**src/rtl/vsram_pkg.sv**
```systemverilog
// Shared definitions for the vector SRAM copy engine.
//   AW    : SRAM address width (addresses wrap modulo DEPTH)
//   DW    : SRAM word width
//   DEPTH : SRAM entries, equal to 2**AW
package vsram_pkg;

   localparam int unsigned AW    = 9;
   localparam int unsigned DW    = 48;
   localparam int unsigned DEPTH = 512;

   typedef enum logic [2:0] {
      IDLE,
      RUN,
      DRAIN,
      DONE,
      REJECT
   } copyState_t;

endpackage

```
**src/rtl/vsram_copy_addrgen.sv**
```systemverilog
// Beat counter and SRAM address-pair generator for the copy engine.
// Ports:
//   clock, reset_n          : clock, synchronous active-low reset
//   load                    : latch srcAddr/dstAddr/len for a new copy
//   issue                   : issue the next read beat (two words)
//   commit                  : present the write pair for the last issued read
//   srcAddr, dstAddr, len   : copy request
//   lastBeat_c              : the beat issued this cycle is the final one
//   readDup                 : current read pair is an odd-tail duplicate
//   readAddress1/2          : registered SRAM read addresses
//   writeAddress1/2         : registered SRAM write addresses
module vsram_copy_addrgen
   import vsram_pkg::*;
(
   input  logic          clock,
   input  logic          reset_n,
   input  logic          load,
   input  logic          issue,
   input  logic          commit,
   input  logic [AW-1:0] srcAddr,
   input  logic [AW-1:0] dstAddr,
   input  logic [AW:0]   len,
   output logic          lastBeat_c,
   output logic          readDup,
   output logic [AW-1:0] readAddress1,
   output logic [AW-1:0] readAddress2,
   output logic [AW-1:0] writeAddress1,
   output logic [AW-1:0] writeAddress2
);

   localparam int unsigned LW = AW + 1;

   logic [AW-1:0] srcBase;
   logic [AW-1:0] dstBase;
   logic [AW-1:0] rdOffset;
   logic [AW-1:0] beatsLeft;
   logic          oddLen;
   logic          tailBeat;
   logic [AW-1:0] delta;
   logic [AW-1:0] nextRead1;
   logic [AW-1:0] nextRead2;

   // Next read pair; an odd-length tail reads the same word on both ports.
   always_comb begin
      lastBeat_c = (beatsLeft == AW'(1));
      tailBeat   = lastBeat_c & oddLen;
      delta      = dstBase - srcBase;
      nextRead1  = srcBase + rdOffset;
      nextRead2  = tailBeat ? nextRead1 : nextRead1 + AW'(1);
   end

   // Writes reuse the read pair shifted by the modular src->dst distance.
   always_ff @(posedge clock) begin
      if (!reset_n) begin
         srcBase       <= '0;
         dstBase       <= '0;
         rdOffset      <= '0;
         beatsLeft     <= '0;
         oddLen        <= 1'b0;
         readDup       <= 1'b0;
         readAddress1  <= '0;
         readAddress2  <= '0;
         writeAddress1 <= '0;
         writeAddress2 <= '0;
      end else begin
         if (load) begin
            srcBase   <= srcAddr;
            dstBase   <= dstAddr;
            rdOffset  <= '0;
            beatsLeft <= AW'((len + LW'(1)) >> 1);
            oddLen    <= len[0];
         end
         if (issue) begin
            readAddress1 <= nextRead1;
            readAddress2 <= nextRead2;
            readDup      <= tailBeat;
            rdOffset     <= rdOffset + AW'(2);
            beatsLeft    <= beatsLeft - AW'(1);
         end
         if (commit) begin
            writeAddress1 <= readAddress1 + delta;
            writeAddress2 <= readAddress2 + delta;
         end
      end
   end

endmodule

```
**src/rtl/vsram_copy_engine.sv**
```systemverilog
// Block copy initiator for the 2R/2W vector SRAM, two words per cycle.
// Ports:
//   clock, reset_n            : clock, synchronous active-low reset
//   start, src_addr, dst_addr, len : copy request (sampled in IDLE)
//   busy, done, err           : status; err qualifies the done pulse
//   WE                        : shared write enable for both write ports
//   ReadAddress1/2            : SRAM read addresses
//   WriteAddress1/2, WriteBus1/2 : SRAM write addresses and data
//   ReadBus1/2                : SRAM read data
module vsram_copy_engine
   import vsram_pkg::*;
(
   input  logic          clock,
   input  logic          reset_n,
   input  logic          start,
   input  logic [AW-1:0] src_addr,
   input  logic [AW-1:0] dst_addr,
   input  logic [AW:0]   len,
   output logic          busy,
   output logic          done,
   output logic          err,
   output logic          WE,
   output logic [AW-1:0] ReadAddress1,
   output logic [AW-1:0] ReadAddress2,
   output logic [AW-1:0] WriteAddress1,
   output logic [AW-1:0] WriteAddress2,
   output logic [DW-1:0] WriteBus1,
   output logic [DW-1:0] WriteBus2,
   input  logic [DW-1:0] ReadBus1,
   input  logic [DW-1:0] ReadBus2
);

   localparam int unsigned LW = AW + 1;

   copyState_t    state;
   copyState_t    stateNext;
   logic          busyNext;
   logic          doneNext;
   logic          errNext;
   logic          load;
   logic          issue;
   logic          rdValid;
   logic          lastBeat_c;
   logic          readDup;
   logic          reject_c;
   logic [AW-1:0] dist_c;

   vsram_copy_addrgen addrgen (
      .clock         (clock),
      .reset_n       (reset_n),
      .load          (load),
      .issue         (issue),
      .commit        (rdValid),
      .srcAddr       (src_addr),
      .dstAddr       (dst_addr),
      .len           (len),
      .lastBeat_c    (lastBeat_c),
      .readDup       (readDup),
      .readAddress1  (ReadAddress1),
      .readAddress2  (ReadAddress2),
      .writeAddress1 (WriteAddress1),
      .writeAddress2 (WriteAddress2)
   );

   // Forward copy is unsafe when the destination starts inside the source run.
   always_comb begin
      dist_c   = dst_addr - src_addr;
      reject_c = (len > LW'(DEPTH)) ||
                 ((dist_c != '0) && (LW'(dist_c) < len));
   end

   // Next-state and registered-output decode.
   always_comb begin
      stateNext = state;
      busyNext  = 1'b0;
      doneNext  = 1'b0;
      errNext   = 1'b0;
      load      = 1'b0;
      issue     = 1'b0;
      case (state)
         IDLE: begin
            if (start) begin
               load = 1'b1;
               if (reject_c)          stateNext = REJECT;
               else if (len == '0)    stateNext = DONE;
               else                   stateNext = RUN;
            end
         end
         RUN: begin
            issue    = 1'b1;
            busyNext = 1'b1;
            if (lastBeat_c) stateNext = DRAIN;
         end
         DRAIN: begin
            busyNext  = 1'b1;
            stateNext = DONE;
         end
         DONE: begin
            doneNext  = 1'b1;
            stateNext = IDLE;
         end
         REJECT: begin
            doneNext  = 1'b1;
            errNext   = 1'b1;
            stateNext = IDLE;
         end
         default: stateNext = IDLE;
      endcase
   end

   // State, status and write-enable registers; WE trails each read by one cycle.
   always_ff @(posedge clock) begin
      if (!reset_n) begin
         state   <= IDLE;
         busy    <= 1'b0;
         done    <= 1'b0;
         err     <= 1'b0;
         WE      <= 1'b0;
         rdValid <= 1'b0;
      end else begin
         state   <= stateNext;
         busy    <= busyNext;
         done    <= doneNext;
         err     <= errNext;
         WE      <= rdValid;
         rdValid <= issue;
      end
   end

   // Read-data capture; the odd tail mirrors port 1 onto port 2.
   always_ff @(posedge clock) begin
      if (!reset_n) begin
         WriteBus1 <= '0;
         WriteBus2 <= '0;
      end else if (rdValid) begin
         WriteBus1 <= ReadBus1;
         WriteBus2 <= readDup ? ReadBus1 : ReadBus2;
      end
   end

endmodule
```
**config.mk**
```make
export PLATFORM = sky130hd
export DESIGN_NAME = vsram_copy_engine
export DESIGN_NICKNAME = d
export VERILOG_FILES = /design/src/rtl/vsram_pkg.sv /design/src/rtl/vsram_copy_addrgen.sv /design/src/rtl/vsram_copy_engine.sv
export SDC_FILE = /design/constraint.sdc
export NUM_CORES = 1
export LEC_CHECK = 0
export ABC_AREA = 1
export CAP_MARGIN = 10
export CORE_MARGIN = 2
export CORE_UTILIZATION = 30
export CTS_CLUSTER_SIZE = 24
export DETAILED_ROUTE_END_ITERATION = 10
export PLACE_DENSITY = 0.61
export SLEW_MARGIN = 20
export SYNTH_ARGS = -nofsm -noshare
export SYNTH_HDL_FRONTEND = slang
export SYNTH_SLANG_ARGS = --single-unit
```
**constraint.sdc**
```tcl
create_clock -name clock -period 8.21 [get_ports clock]
set_input_delay 1.642 -clock clock [delete_from_list [all_inputs] [get_ports clock]]
set_output_delay 1.642 -clock clock [all_outputs]
set_load 0.01 [all_outputs]
```
## Word-level counts from Yosys, hierarchy flattened

Index checks and enable logic that the tools add are counted.

| cells by class | value |
|---|---|
| $add $sub $neg | 9 |
| $mul | 0 |
| div/mod/pow operators | 0 |
| magnitude comparators | 2 |
| eq/ne operators | 7 |
| shifts and indexed selects | 0 |
| muxes and demuxes | 17 |
| bitwise operators | 1 |
| reduce and logical (&&, ||, !) cells | 9 |

Operators by type and width:

| kind | number |
|---|---|
| $mux W48 | 1 |
| $mux W9 | 5 |
| $add A9 B9 Y9 | 3 |
| $sub A9 B9 Y9 | 2 |
| $add A10 B1 Y10 const B | 1 |
| $gt A10 B10 Y1 const B | 1 |
| $logic_not A10 Y1 | 1 |
| $lt A9 B10 Y1 | 1 |
| $add A9 B1 Y9 const B | 1 |
| $add A9 B2 Y9 const B | 1 |
| $eq A9 B1 Y1 const B | 1 |
| $mux W3 | 3 |
| $pmux W3 S3 | 1 |
| $reduce_bool A9 Y1 | 1 |
| $sub A9 B1 Y9 const B | 1 |
| $eq A3 B2 Y1 const B | 2 |
| $mux W1 | 6 |
| $reduce_or A2 Y1 | 2 |
| $eq A3 B1 Y1 const B | 1 |
| $eq A3 B3 Y1 const B | 1 |
| $logic_not A3 Y1 | 1 |
| $mux W2 | 1 |
| $ne A2 B1 Y1 const B | 1 |
| $ne A2 B2 Y1 const B | 1 |
| other kinds (5) | 5 |

| word-level totals | value |
|---|---|
| register bits after elaboration | 178 |
| bits in latches | 0 |
| RAM bits | 0 |
| ROM bits | 0 |
| memories kept | 0 |

## Depth between registers and ports, before layout

Gate-level depths: netlist of the first run.

| logic depth | value |
|---|---|
| depth in word-level cells | 7 |
| gate-level depth with buffers | 22 |

## By module

From an unflattened synthesis of the first run, not the netlist that was laid out.

| unflattened totals | value |
|---|---|
| cells, all modules | 1317 |
| area, all modules | 9315.2 µm² |

By module, submodules not included:

| module | times used | cells an instance | area each (µm²) |
|---|---|---|---|
| vsram_copy_engine | 1 | 657 | 4707.0 |
| vsram_copy_addrgen | 1 | 660 | 4608.2 |

## Worst setup path before layout of the first run

OpenSTA, ideal clock, no wires.

| timing path | value |
|---|---|
| path kind | input-to-reg |
| start point | input port dst_addr[0] |
| end point | register state[0] |
| library setup time | 59 ps |
| data arrival time | 3690 ps |
| data required time | 8151 ps |
| setup slack | 4461 ps |
| stages | 20 |
| cell sequence | inv_1 -> ha_1 -> fa_1 -> inv_1 -> nand2_1 -> nand2_1 -> nand3_1 -> nand2_1 -> nand2_1 -> nand2_1 -> inv_1 -> ha_1 -> nand4_1 -> nor4_1 -> nor2_1 -> nand2_1 -> nand3_1 -> nand2_1 -> nand2_1 -> nand2_1 |

| on the way | value |
|---|---|
| cells in the longest elaborated chain, start to end | 7 |
| elaborated cells on any way between the ends | 8 |
| classes of those cells | add/sub (1); order compare (1); mux (3); reduce/logical (3) |

RTL lines:

| element | line | RTL |
|---|---|---|
| start: declaration | vsram_copy_engine.sv:17 | `input logic [AW-1:0] dst_addr,` |
| $sub A9 B9 Y9 (*) | vsram_copy_engine.sv:67 | `dist_c = dst_addr - src_addr;` |
| $lt A9 B10 Y1 or $reduce_bool A9 Y1 (tied branches) | vsram_copy_engine.sv:69 | `((dist_c != '0) && (LW'(dist_c) < len));` |
| $logic_and A1 B1 Y1 (*) | vsram_copy_engine.sv:69 |  |
| $logic_or A1 B1 Y1 (*) | vsram_copy_engine.sv:68 | `reject_c = (len > LW'(DEPTH)) \|\|` |
| $mux W3 (*) | vsram_copy_engine.sv:84 | `if (reject_c) stateNext = REJECT;` |
| $mux W3 (*) | vsram_copy_engine.sv:82 | `if (start) begin` |
| $pmux W3 S3 (*) | vsram_copy_engine.sv:80 | `case (state)` |
| end signal: assignment | vsram_copy_engine.sv:121 | `state <= stateNext;` |
| end: declaration | vsram_copy_engine.sv:35 | `copyState_t state;` |

Every way passes the cells marked *; elsewhere a longest branch is shown, timed or not. The select of a mux whose other input is x is not followed.
A chain may end at the register's enable or synchronous reset.

## Worst setup path after layout of the first run

Same ends and word-level chain as after synthesis.

==> metrics.md, run 1 <==
| Metric | Value |
|---|---|
| Status | `finished clean` |
| Hold Path Stages | `2` |
| Post-route ant nets | `0` |
| Worst slew pin tran | `1.057 ns` |
| Top cells by area, synth | `dfxtp_1, a21oi_1, o21ai_0, nand2_1, ha_1` |
| Worst path arrival time | `4.46 ns` |
| Die area | `32160 sq um` |
| H-tree levels | `4` |
| Initial Util | `30.30%` |
| Setup TNS | `0 ns` |
| Endpoints failing setup | `0` |
| Max Fclk | `0.2451 GHz` |
| Hold Startpoint | `addrgen.dstBase[0]` |
| # nets final | `1676` |
| Number of buffers added for setup after CTS | `0` |
| Syn Inst Count | `1272` |
| CTS tree | `built` |
| Pin count of the biggest net entering global routing | `113` |
| Top FF cell, synth | `dfxtp_1` |
| CP Data Required Time | `8.59 ns` |
| Residual DRC count | `0` |
| Worst-path maximum fanout | `3` |
| RSZ-0062 raised after global routing | `false` |
| Pwr dens | `178.5 nW/um^2` |
| R2R Setup Slk | `5.10 ns` |
| Warnings, synthesis | `0` |
| CTS Root Buffer Type | `clkbuf_16` |
| Vias | `9105` |
| Initial DRC Count | `488` |
| Gr ovfl total | `0` |
| Fillers | `3127` |
| GR Util All Layers | `17.54%` |
| Reg2Reg Depth | `20` |
| Crit Path Category | `in -> reg` |
| Synthesis-stage register bit count | `177` |
| CTS clk-pin slew, worst paths | `0.08 ns` |
| Hold_buf cts | `0` |
| Post-synth cell types | `48` |
| Per-cell routed wire length | `15.34 microns` |
| Number of max-cap violations | `0` |
| Reg2reg start | `addrgen.srcBase[2]` |
| Clk_lat worst skew | `0.44 ns` |
| Worst slew margin | `29.55%` |
| Final setup skew | `0.01394 ns` |
| Post-synth top area share | `38.43%` |
| Post-DP HPWL | `21170 microns` |
| Row cnt | `64` |
| FF-to-FF End | `addrgen.writeAddress1[8]` |
| Total power | `2.266 mW` |
| Fin crit period | `4.080 ns` |
| Vias per cell | `4.792` |
| Detailed Route WL | `29150 microns` |
| Clk buf depth | `2` |
| EDFF count, synth | `0` |
| GPL Wtd Cong | `0.8493` |
| Mean Syn Cell Area | `7.249 sq um` |
| CTS Buf Count | `17` |
| Critical Path Source Type | `primary input` |
| Core Footprint | `30430 sq um` |
| VDD IR max | `0.1486 mV` |
| Period utilization | `49.70%` |
| First-pass GRT wire length | `44190 microns` |
| WHS Endpoint | `addrgen.dstBase[0]` |
| Horiz. Die Dim | `179.3 microns` |
| Final hold vios | `0` |
| Mapped cell area | `9221 sq um` |
| I/O pin total | `263` |
| Asr flop ratio synth | `0%` |
| LEAKAGE | `5.658 nW` |
| Layout cells sized above 1 | `5.389%` |
| Layout area overhead | `37.61%` |
| Commonest non-fill, non-tap cells in the layout | `clkdlybuf4s50_1, nand2_1, dfxtp_1, a21oi_1, o21ai_0` |
| Post-Syn Nets | `1457` |
| Number of global-route vias before repair | `8476` |
| Num Clock Sinks | `177` |
| CP Capture Type | `flop` |
| Most common cell after layout, fill and taps aside | `clkdlybuf4s50_1` |
| First drt pass iteration count | `5` |
| Post-synth top area cell | `dfxtp_1` |
| Die height | `179.3 microns` |
| PortBufs | `262` |
| Seq/Total Area, Yosys | `38.43%` |
| Cts repair resizes | `0` |
| Initial antenna violation count | `1` |
| Hold WC Path Type | `reg -> reg` |
| Max Slew Vio Count | `0` |
flip-flops by register name (all words and copies together), names as in the netlist, 3 cells and up:
register,count
WriteBus1,48
WriteBus2,48
addrgen.beatsLeft,9
addrgen.dstBase,9
addrgen.readAddress1,9
addrgen.readAddress2,9
addrgen.srcBase,9
addrgen.writeAddress1,9
addrgen.writeAddress2,9
addrgen.rdOffset,8
state,3
final cells by class:
type | count | area [sq um] | area share [%]
diodes | 1 | 2.502 | 0.01972
repair buffers | 267 | 2661 | 20.97
well taps | 396 | 495.5 | 3.905
clock inverters | 14 | 170.2 | 1.341
inverters | 128 | 483.0 | 3.806
multi-input cells | 900 | 4903 | 38.64
clock buffers | 17 | 425.4 | 3.352
flip-flops and latches | 177 | 3548 | 27.96
kinds of logic (layout without fill, tap and decap cells):
kind of cell | Yosys count | count (layout) | share of synthesized area, %
other cells | 0 | 1 | 0
buf+inv | 195 | 426 | 8.399
xor+xnor | 32 | 32 | 3.121
compound gates | 366 | 366 | 20.88
simple gates | 444 | 444 | 20.98
fa+ha+maj | 58 | 58 | 8.195
flops | 177 | 177 | 38.43
cells in the mapped netlist (16+ instances only):
library cell,instances
a21oi_1,174
nor2_1,155
buf_2,18
xor2_1,22
dfxtp_1,177
o21ai_0,162
ha_1,54
nand4_1,16
nand3_1,49
inv_1,118
clkbuf_1,43
nand2_1,186
how the worst max path moves through the flow:
stage	start	endpoint	slack (ns)	cells after the start
detailed placement	dst_addr[0]	state[0]	3.71	21
floorplan	dst_addr[0]	state[0]	4.46	20
CTS	dst_addr[0]	state[0]	4.15	21
global placement	dst_addr[0]	state[0]	3.73	21
global route	dst_addr[0]	state[0]	3.84	21
finish	dst_addr[0]	state[0]	4.13	21
stage by stage:
step | std cells | util [%] | area [sq um] | hold slack (ns) | setup slack, ns
6_report | 1900 | 41.70 | 12690 | 0.4699 | 4.130
5_1_grt | 1900 | 41.70 | 12690 | 0.4993 | 3.844
4_1_cts | 1899 | 41.68 | 12680 | 0.4726 | 4.155
3_5_place_dp | 1868 | 39.72 | 12090 | 0.4621 | 3.709
3_3_place_gp | 1868 | 39.72 | 12090 | 0.4594 | 3.731
2_1_floorplan | 1272 | - | 9221 | 0.4331 | 4.461
power by group:
group | switching (mW) | internal, mW
registers | 0.0226 | 0.891
logic | 0.293 | 0.216
clock network | 0.383 | 0.459
total | 0.699 | 1.57
per-layer routing:
layer	share of wire, %	track usage, %	vias to the layer above
li1	-	-	4663
met1	44	21.22	4153
met2	46	29.65	255
met3	7.9	4.686	34
met4	2.3	6.687	0
met5	0	0	-
worst max-delay path, stage by stage:
cell and delay [ns]:
clkdlybuf4s50_1 0.47, inv_1 0.06, ha_1 0.19, fa_1 0.41, inv_1 0.09, nand2_1 0.05
nand2_1 0.10, nand3_1 0.09, nand2_1 0.08, nand2_1 0.04, nand2_1 0.07, inv_1 0.04
ha_1 0.29, nand4_1 0.13, nor4_1 0.27, nor2_1 0.08, nand2_1 0.11, nand3_1 0.08
nand2_1 0.06, nand2_1 0.05, nand2_1 0.06
(Power assumes the default switching activity.)
==> run 2, diff against run 1 <==
PLACE_DENSITY = 0.63   (was 0.61)
clock period = 3.48 ns   (was 8.21 ns; I/O delays follow)
==> run 2 against run 1 <==
Hold slack lost 0.0057 ns. First-iteration DRC count grew 16%. Count of clock-buffer cells in the layout is the same. Worst setup slack lost 3.8 ns. Sequential share of layout area shrank 0.19 points. Critical path type unchanged. Critical endpoint is now state[1]. Largest power group unchanged. Highest routed layer unchanged.
==> metrics.md, run 2 (synthesis results as in run 1) <==
| Metric | Value |
|---|---|
| Worst slew margin | `50.27%` |
| VDD IR max | `0.3448 mV` |
| Worst Path Buf+Inv | `4` |
| Hold Path Stages | `2` |
| Initial DRC Count | `566` |
| CP Data Required Time | `3.84 ns` |
| Placed Area | `12150 sq um` |
| Period utilization | `91.47%` |
| Reg2Reg Depth | `17` |
| CTS Buf Count | `17` |
| Layout cells sized above 1 | `5.952%` |
| GPL Wtd Cong | `0.8313` |
| Placed cell count | `1875` |
| Fin crit period | `3.183 ns` |
| CP peak stage delay | `0.47 ns` |
| Post-route cell area | `12780 sq um` |
| Layout area overhead | `38.58%` |
| Non-filler cells, final | `1908` |
| Worst slack, placed | `-0.1482 ns` |
| Per-cell routed wire length | `15.30 microns` |
| Fillers | `3091` |
| Max Slew Vio Count | `0` |
| First-pass GRT wire length | `44820 microns` |
| N_diodes | `0` |
| R2R Setup Slk | `0.40 ns` |
| Vias | `9186` |
| Final hold vios | `0` |
| Pin count of the biggest net entering global routing | `113` |
| Internal power | `3.707 mW` |
| Clk_lat worst skew | `0.44 ns` |
| First drt pass iteration count | `5` |
| RSZ-0062 raised after global routing | `false` |
| CP dominant cell by count | `nand2_1` |
| Residual DRC count | `0` |
| Hold WS | `0.4642 ns` |
| Post-DP HPWL | `21470 microns` |
| Number of global-route vias before repair | `8725` |
| Cts repair resizes | `0` |
| I/O pin total | `263` |
| Most common cell after layout, fill and taps aside | `clkdlybuf4s50_1` |
| Row cnt | `64` |
| GR Util All Layers | `17.64%` |
| Hold WC Path Type | `reg -> reg` |
| CTS Root Buffer Type | `clkbuf_16` |
| Core Footprint | `30430 sq um` |
| Hold_buf cts | `0` |
| Slowest CP cell | `clkdlybuf4s50_1` |
| Num Clock Sinks | `177` |
| # nets final | `1684` |
| Commonest non-fill, non-tap cells in the layout | `clkdlybuf4s50_1, nand2_1, dfxtp_1, a21oi_1, o21ai_0` |
| CTS tree | `built` |
| Die height | `179.3 microns` |
| CTS clk-pin slew, worst paths | `0.08 ns` |
| Clock Power Share | `37.2%` |
| Detailed Route WL | `29190 microns` |
| Pwr dens | `418.9 nW/um^2` |
| Number of buffers added for setup after CTS | `0` |
| Net Sw Frac | `30.75%` |
| Crit-path cells | `clkdlybuf4s50_1 -> inv_1 -> ha_1 -> fa_1 -> inv_1 -> nand2_1 -> nand2_1 -> nand3_1 -> nand2_1 -> nand2_1 -> nand2_1 -> inv_1 -> ha_1 -> nand4_1 -> nor4_1 -> nor2_1 -> nand2_1 -> nand4_1 -> a21oi_1` |
| Crit path depth | `19` |
| Initial Util | `30.30%` |
| Worst-path maximum fanout | `3` |
| Die area | `32160 sq um` |
| Psw | `1.646 mW` |
| Crit Path Category | `in -> reg` |
| Vias per cell | `4.814` |
| Core Util, Final | `41.99%` |
| Final setup skew | `0.01536 ns` |
| PnR worst setup slack | `0.2970 ns` |
| Worst slew pin tran | `0.7459 ns` |
| Cell family with most CP delay | `simple AND/OR/NAND/NOR gates` |
| H-tree levels | `4` |
| Status | `finished clean` |
| Sequential Power Share | `40.2%` |
| Biggest regs | `WriteBus1 (48), WriteBus2 (48)` |
| Endpoints failing setup | `0` |
| Horiz. Die Dim | `179.3 microns` |
| Initial antenna violation count | `0` |
| Max Fclk | `0.3142 GHz` |
| Gr ovfl total | `0` |
| Combinational Power Share | `22.6%` |
| Critical Path Source Type | `primary input` |
| Worst path arrival time | `3.54 ns` |
| LEAKAGE | `5.715 nW` |
| PortBufs | `262` |
| Number of max-cap violations | `0` |
| Clk buf depth | `2` |
| CP Capture Type | `flop` |
| Post-route ant nets | `0` |
==> run 2: cell types whose count changed in the layout (fill, tap and decap cells not counted), sizes merged <==
cell / before / now
diode: 1 / 0
clkinvlp: 2 / 1
buf: 6 / 14
clkinv: 3 / 6
inv: 135 / 134
==> run 2: stage by stage <==
| stage | power (mW) | TNS, ns |
|---|---|---|
| finish | 5.353 | 0 |
| global route | 5.662 | 0 |
| CTS | 5.410 | 0 |
| detailed placement | 3.413 | -0.3220 |
| global placement | 3.399 | -0.06956 |
| floorplan | 2.939 | 0 |
==> run 2: layout make-up <==
| cell class | instances | area [sq um] | share of cell area (%) |
|---|---|---|---|
| Multi-Input combinational cell | 900 | 4903 | 38.37 |
| Clock buffer | 17 | 425.4 | 3.329 |
| Sequential cell | 177 | 3548 | 27.77 |
| Inverter | 128 | 483.0 | 3.779 |
| Tap cell | 396 | 495.5 | 3.877 |
| Timing Repair Buffer | 275 | 2750 | 21.52 |
| Clock inverter | 15 | 172.7 | 1.351 |
==> run 2: worst reg2reg max path: cells and delay by family (launching register included) <==
| family | cells | cell delay (ns) |
|---|---|---|
| AOI/OAI and AO/OA | 4 | 0.62 |
| buffers and inverters | 3 | 0.16 |
| and+or+nand+nor | 6 | 0.53 |
| adders and majority gates | 3 | 0.94 |
| DFF | 1 | 0.42 |
| xor gates and xnor gates | 1 | 0.29 |
==> run 2: routing by layer <==
layer | share of wire (%) | global-route usage (%) | vias to the layer above
met2 | 48 | 30.91 | 283
met1 | 42 | 20.79 | 4198
met4 | 1.9 | 5.343 | 0
met5 | 0 | 0 | -
li1 | - | - | 4676
met3 | 8.0 | 5.068 | 29
==> run 2: worst paths after layout <==
kind,startpoint,to
max,dst_addr[0],state[1]
min,addrgen.dstBase[0],addrgen.dstBase[0]
max reg2reg,addrgen.srcBase[0],addrgen.writeAddress1[8]
min reg2reg,addrgen.dstBase[0],addrgen.dstBase[0]
==> run 2: power groups by stage <==
stage	combinational, mW	clock [mW]	sequential [mW]
2_1_floorplan	0.729	0	2.21
3_3_place_gp	1.20	0	2.20
3_5_place_dp	1.21	0	2.20
4_1_cts	1.22	2.04	2.15
5_1_grt	1.37	2.13	2.16
6_report	1.21	1.99	2.15
==> run 3, diff against run 2 <==
PLACE_DENSITY = 0.62   (was 0.63)
SYNTH_HIERARCHICAL = 1   (was unset)
==> run 3 against run 2 <==
Synthesized cell count up 3.5%. Fmax down 0.26%. Worst setup slack worse by 0.0083 ns. Sequential cell count unchanged. Routed wire length up 1.1%. Core utilization up 0.25 points. Power up 10%. Via count up 0.87%. Clock skew down 0.0059 ns. Critical path depth up 2. Largest cell class unchanged.
==> metrics.md, run 3 <==
| Metric | Value |
|---|---|
| Status | `finished clean` |
| Final hold vios | `0` |
| Max Fclk | `0.3133 GHz` |
| Pin count of the biggest net entering global routing | `146` |
| Max Slew Vio Count | `0` |
| Worst path arrival time | `3.56 ns` |
| Seq/Total Area, Yosys | `38.04%` |
| Top FF cell, synth | `dfxtp_1` |
| Hold_buf cts | `0` |
| Horiz. Die Dim | `180.2 microns` |
| Layout area overhead | `38.71%` |
| Detailed Route WL | `29520 microns` |
| Setup TNS | `0 ns` |
| Commonest non-fill, non-tap cells in the layout | `clkdlybuf4s50_1, nand2_1, nor2_1, dfxtp_1, o21ai_0` |
| Period utilization | `91.70%` |
| CP dominant cell by count | `nand2_1` |
| PortBufs | `262` |
| Layout cells sized above 1 | `5.240%` |
| Syn Inst Count | `1317` |
| Post-synth top area share | `38.04%` |
| Pwr dens | `457.2 nW/um^2` |
| Crit-path cells | `clkdlybuf4s50_1 -> inv_1 -> ha_1 -> fa_1 -> inv_1 -> nand2_1 -> nand2_2 -> nand3_1 -> nand2_1 -> nand2_1 -> nand2_1 -> inv_1 -> ha_1 -> nand4_1 -> nor4_1 -> nor2_1 -> nand2_2 -> nand3_1 -> nand2_1 -> nand2_1 -> a21oi_2` |
| Critical Path Source | `dst_addr[0]` |
| Most common cell in the netlist | `nand2_1` |
| Worst slew pin tran | `0.9125 ns` |
| N_diodes | `0` |
| H-tree levels | `4` |
| Hold WC Path Type | `reg -> reg` |
| Clk_lat worst skew | `0.44 ns` |
| First-pass GRT wire length | `47040 microns` |
| Mean Syn Cell Area | `7.073 sq um` |
| Initial Util | `30.45%` |
| EDFF count, synth | `0` |
| Cell family with most CP delay | `simple AND/OR/NAND/NOR gates` |
| Initial DRC Count | `529` |
| Core Footprint | `30590 sq um` |
| CTS Root Buffer Type | `clkbuf_16` |
| Die height | `180.2 microns` |
| GPL Wtd Cong | `0.8353` |
| Post-synth top area cell | `dfxtp_1` |
| Top cells by area, synth | `dfxtp_1, o21ai_0, a21oi_1, nand2_1, nor2_1` |
| Post-Syn Nets | `1502` |
| First drt pass iteration count | `5` |
| Clk buf depth | `2` |
| Residual DRC count | `0` |
| Most common cell after layout, fill and taps aside | `clkdlybuf4s50_1` |
| I/O pin total | `263` |
| Worst Path Buf+Inv | `4` |
| Vias per cell | `4.725` |
| Gr ovfl total | `0` |
| Endpoints failing setup | `0` |
| Number of global-route vias before repair | `8751` |
| CTS clk-pin slew, worst paths | `0.07 ns` |
| Cts repair resizes | `0` |
| Slowest CP cell | `clkdlybuf4s50_1` |
| Vias | `9266` |
| CTS tree | `built` |
| Asr flop ratio synth | `0%` |
| VDD IR max | `0.3060 mV` |
| LEAKAGE | `5.887 nW` |
| GR Util All Layers | `17.94%` |
| Final setup skew | `0.009479 ns` |
| Number of buffers added for setup after CTS | `0` |
| Post-DP HPWL | `21770 microns` |
| Most frequent cells after synthesis | `nand2_1, nor2_1, dfxtp_1` |
| CP peak stage delay | `0.48 ns` |
| Synthesis-stage register bit count | `177` |
| Per-cell routed wire length | `15.05 microns` |
| Hold Startpoint | `addrgen/srcBase[3]` |
| Fillers | `3109` |
| Warnings, synthesis | `6` |
| Fin crit period | `3.191 ns` |
| Number of max-cap violations | `0` |
| Critical Path Source Type | `primary input` |
| CTS Buf Count | `17` |
| # nets final | `1738` |
| Num Clock Sinks | `177` |
| CP Data Required Time | `3.85 ns` |
| RSZ-0062 raised after global routing | `false` |
| Worst-path maximum fanout | `3` |
| Mapped cell area | `9315 sq um` |
| Worst slew margin | `38.79%` |
| Initial antenna violation count | `0` |
| R2R Setup Slk | `0.41 ns` |
| Post-route ant nets | `0` |
| Hold WS | `0.4932 ns` |
| Biggest regs | `WriteBus1 (48), WriteBus2 (48)` |
| CP Capture Type | `flop` |
| Crit Path Category | `in -> reg` |
| Row cnt | `64` |
| Die area | `32480 sq um` |
| Post-synth cell types | `55` |
| Reg2reg start | `addrgen/dstBase[0]` |
==> run 3: path summary, 6_finish.rpt <==
| path | end | cells past startpoint |
|---|---|---|
| setup / recovery | state[0] | 21 |
| hold / removal | addrgen/srcBase[3] | 2 |
| setup reg to reg | addrgen/writeAddress2[7] | 15 |
| hold reg to reg | addrgen/srcBase[3] | 2 |
==> run 3: layout make-up <==
class	instances	area [sq um]	share of cell area [%]
sequential	177	3548	27.46
inverter	158	594.3	4.600
clock inverter	6	105.1	0.8134
multi-input combinational	920	4930	38.15
timing repair buffer	279	2773	21.46
clock buffer	25	475.5	3.680
tap	396	495.5	3.835
==> run 3: where the power goes <==
group	leakage (nW)	switching (mW)	total [mW]	internal (mW)
sequential	1.44	0.0867	2.25	2.16
clock	0.285	0.795	1.96	1.16
combinational	4.16	0.980	1.70	0.723
total	5.89	1.86	5.91	4.05
==> run 3: kinds of logic after synthesis <==
family	Yosys count	synth area share, %
simple gates	476	21.69
other cells	1	0.04026
flops	177	38.04
xor+xnor	28	2.713
compound gates	357	20.23
fa+ha+maj	58	8.194
buf+inv	220	9.093
==> run 3: per-stage QoR <==
stage / worst slack, ns / instance area (sq um) / util [%] / cells / power (mW)
floorplan: 0.6035 / 9315 / - / 1317 / 3.328
global placement: -0.07376 / 12340 / 40.34 / 1930 / 3.963
detailed placement: -0.1331 / 12340 / 40.34 / 1930 / 3.983
CTS: 0.3359 / 12920 / 42.24 / 1961 / 5.961
global route: 0.007657 / 12920 / 42.24 / 1961 / 6.272
finish: 0.2887 / 12920 / 42.24 / 1961 / 5.908
==> run 3: worst register-to-register path: cells and delay by family (launching register included) <==
family	cells	cell delay (ns)
AOI/OAI and AO/OA	5	0.91
xor gates and xnor gates	1	0.34
adders and majority gates	3	1.04
buffers and inverters	2	0.14
DFF	1	0.30
and+or+nand+nor	4	0.23
==> run 3: metal layers <==
metal | track usage [%] | share of wire [%] | wire [microns]
met1 | 24.05 | 47 | 13930
met2 | 28.24 | 45 | 13330
met5 | 0 | 0 | 0
met3 | 3.456 | 4.1 | 1219
met4 | 7.484 | 3.5 | 1043
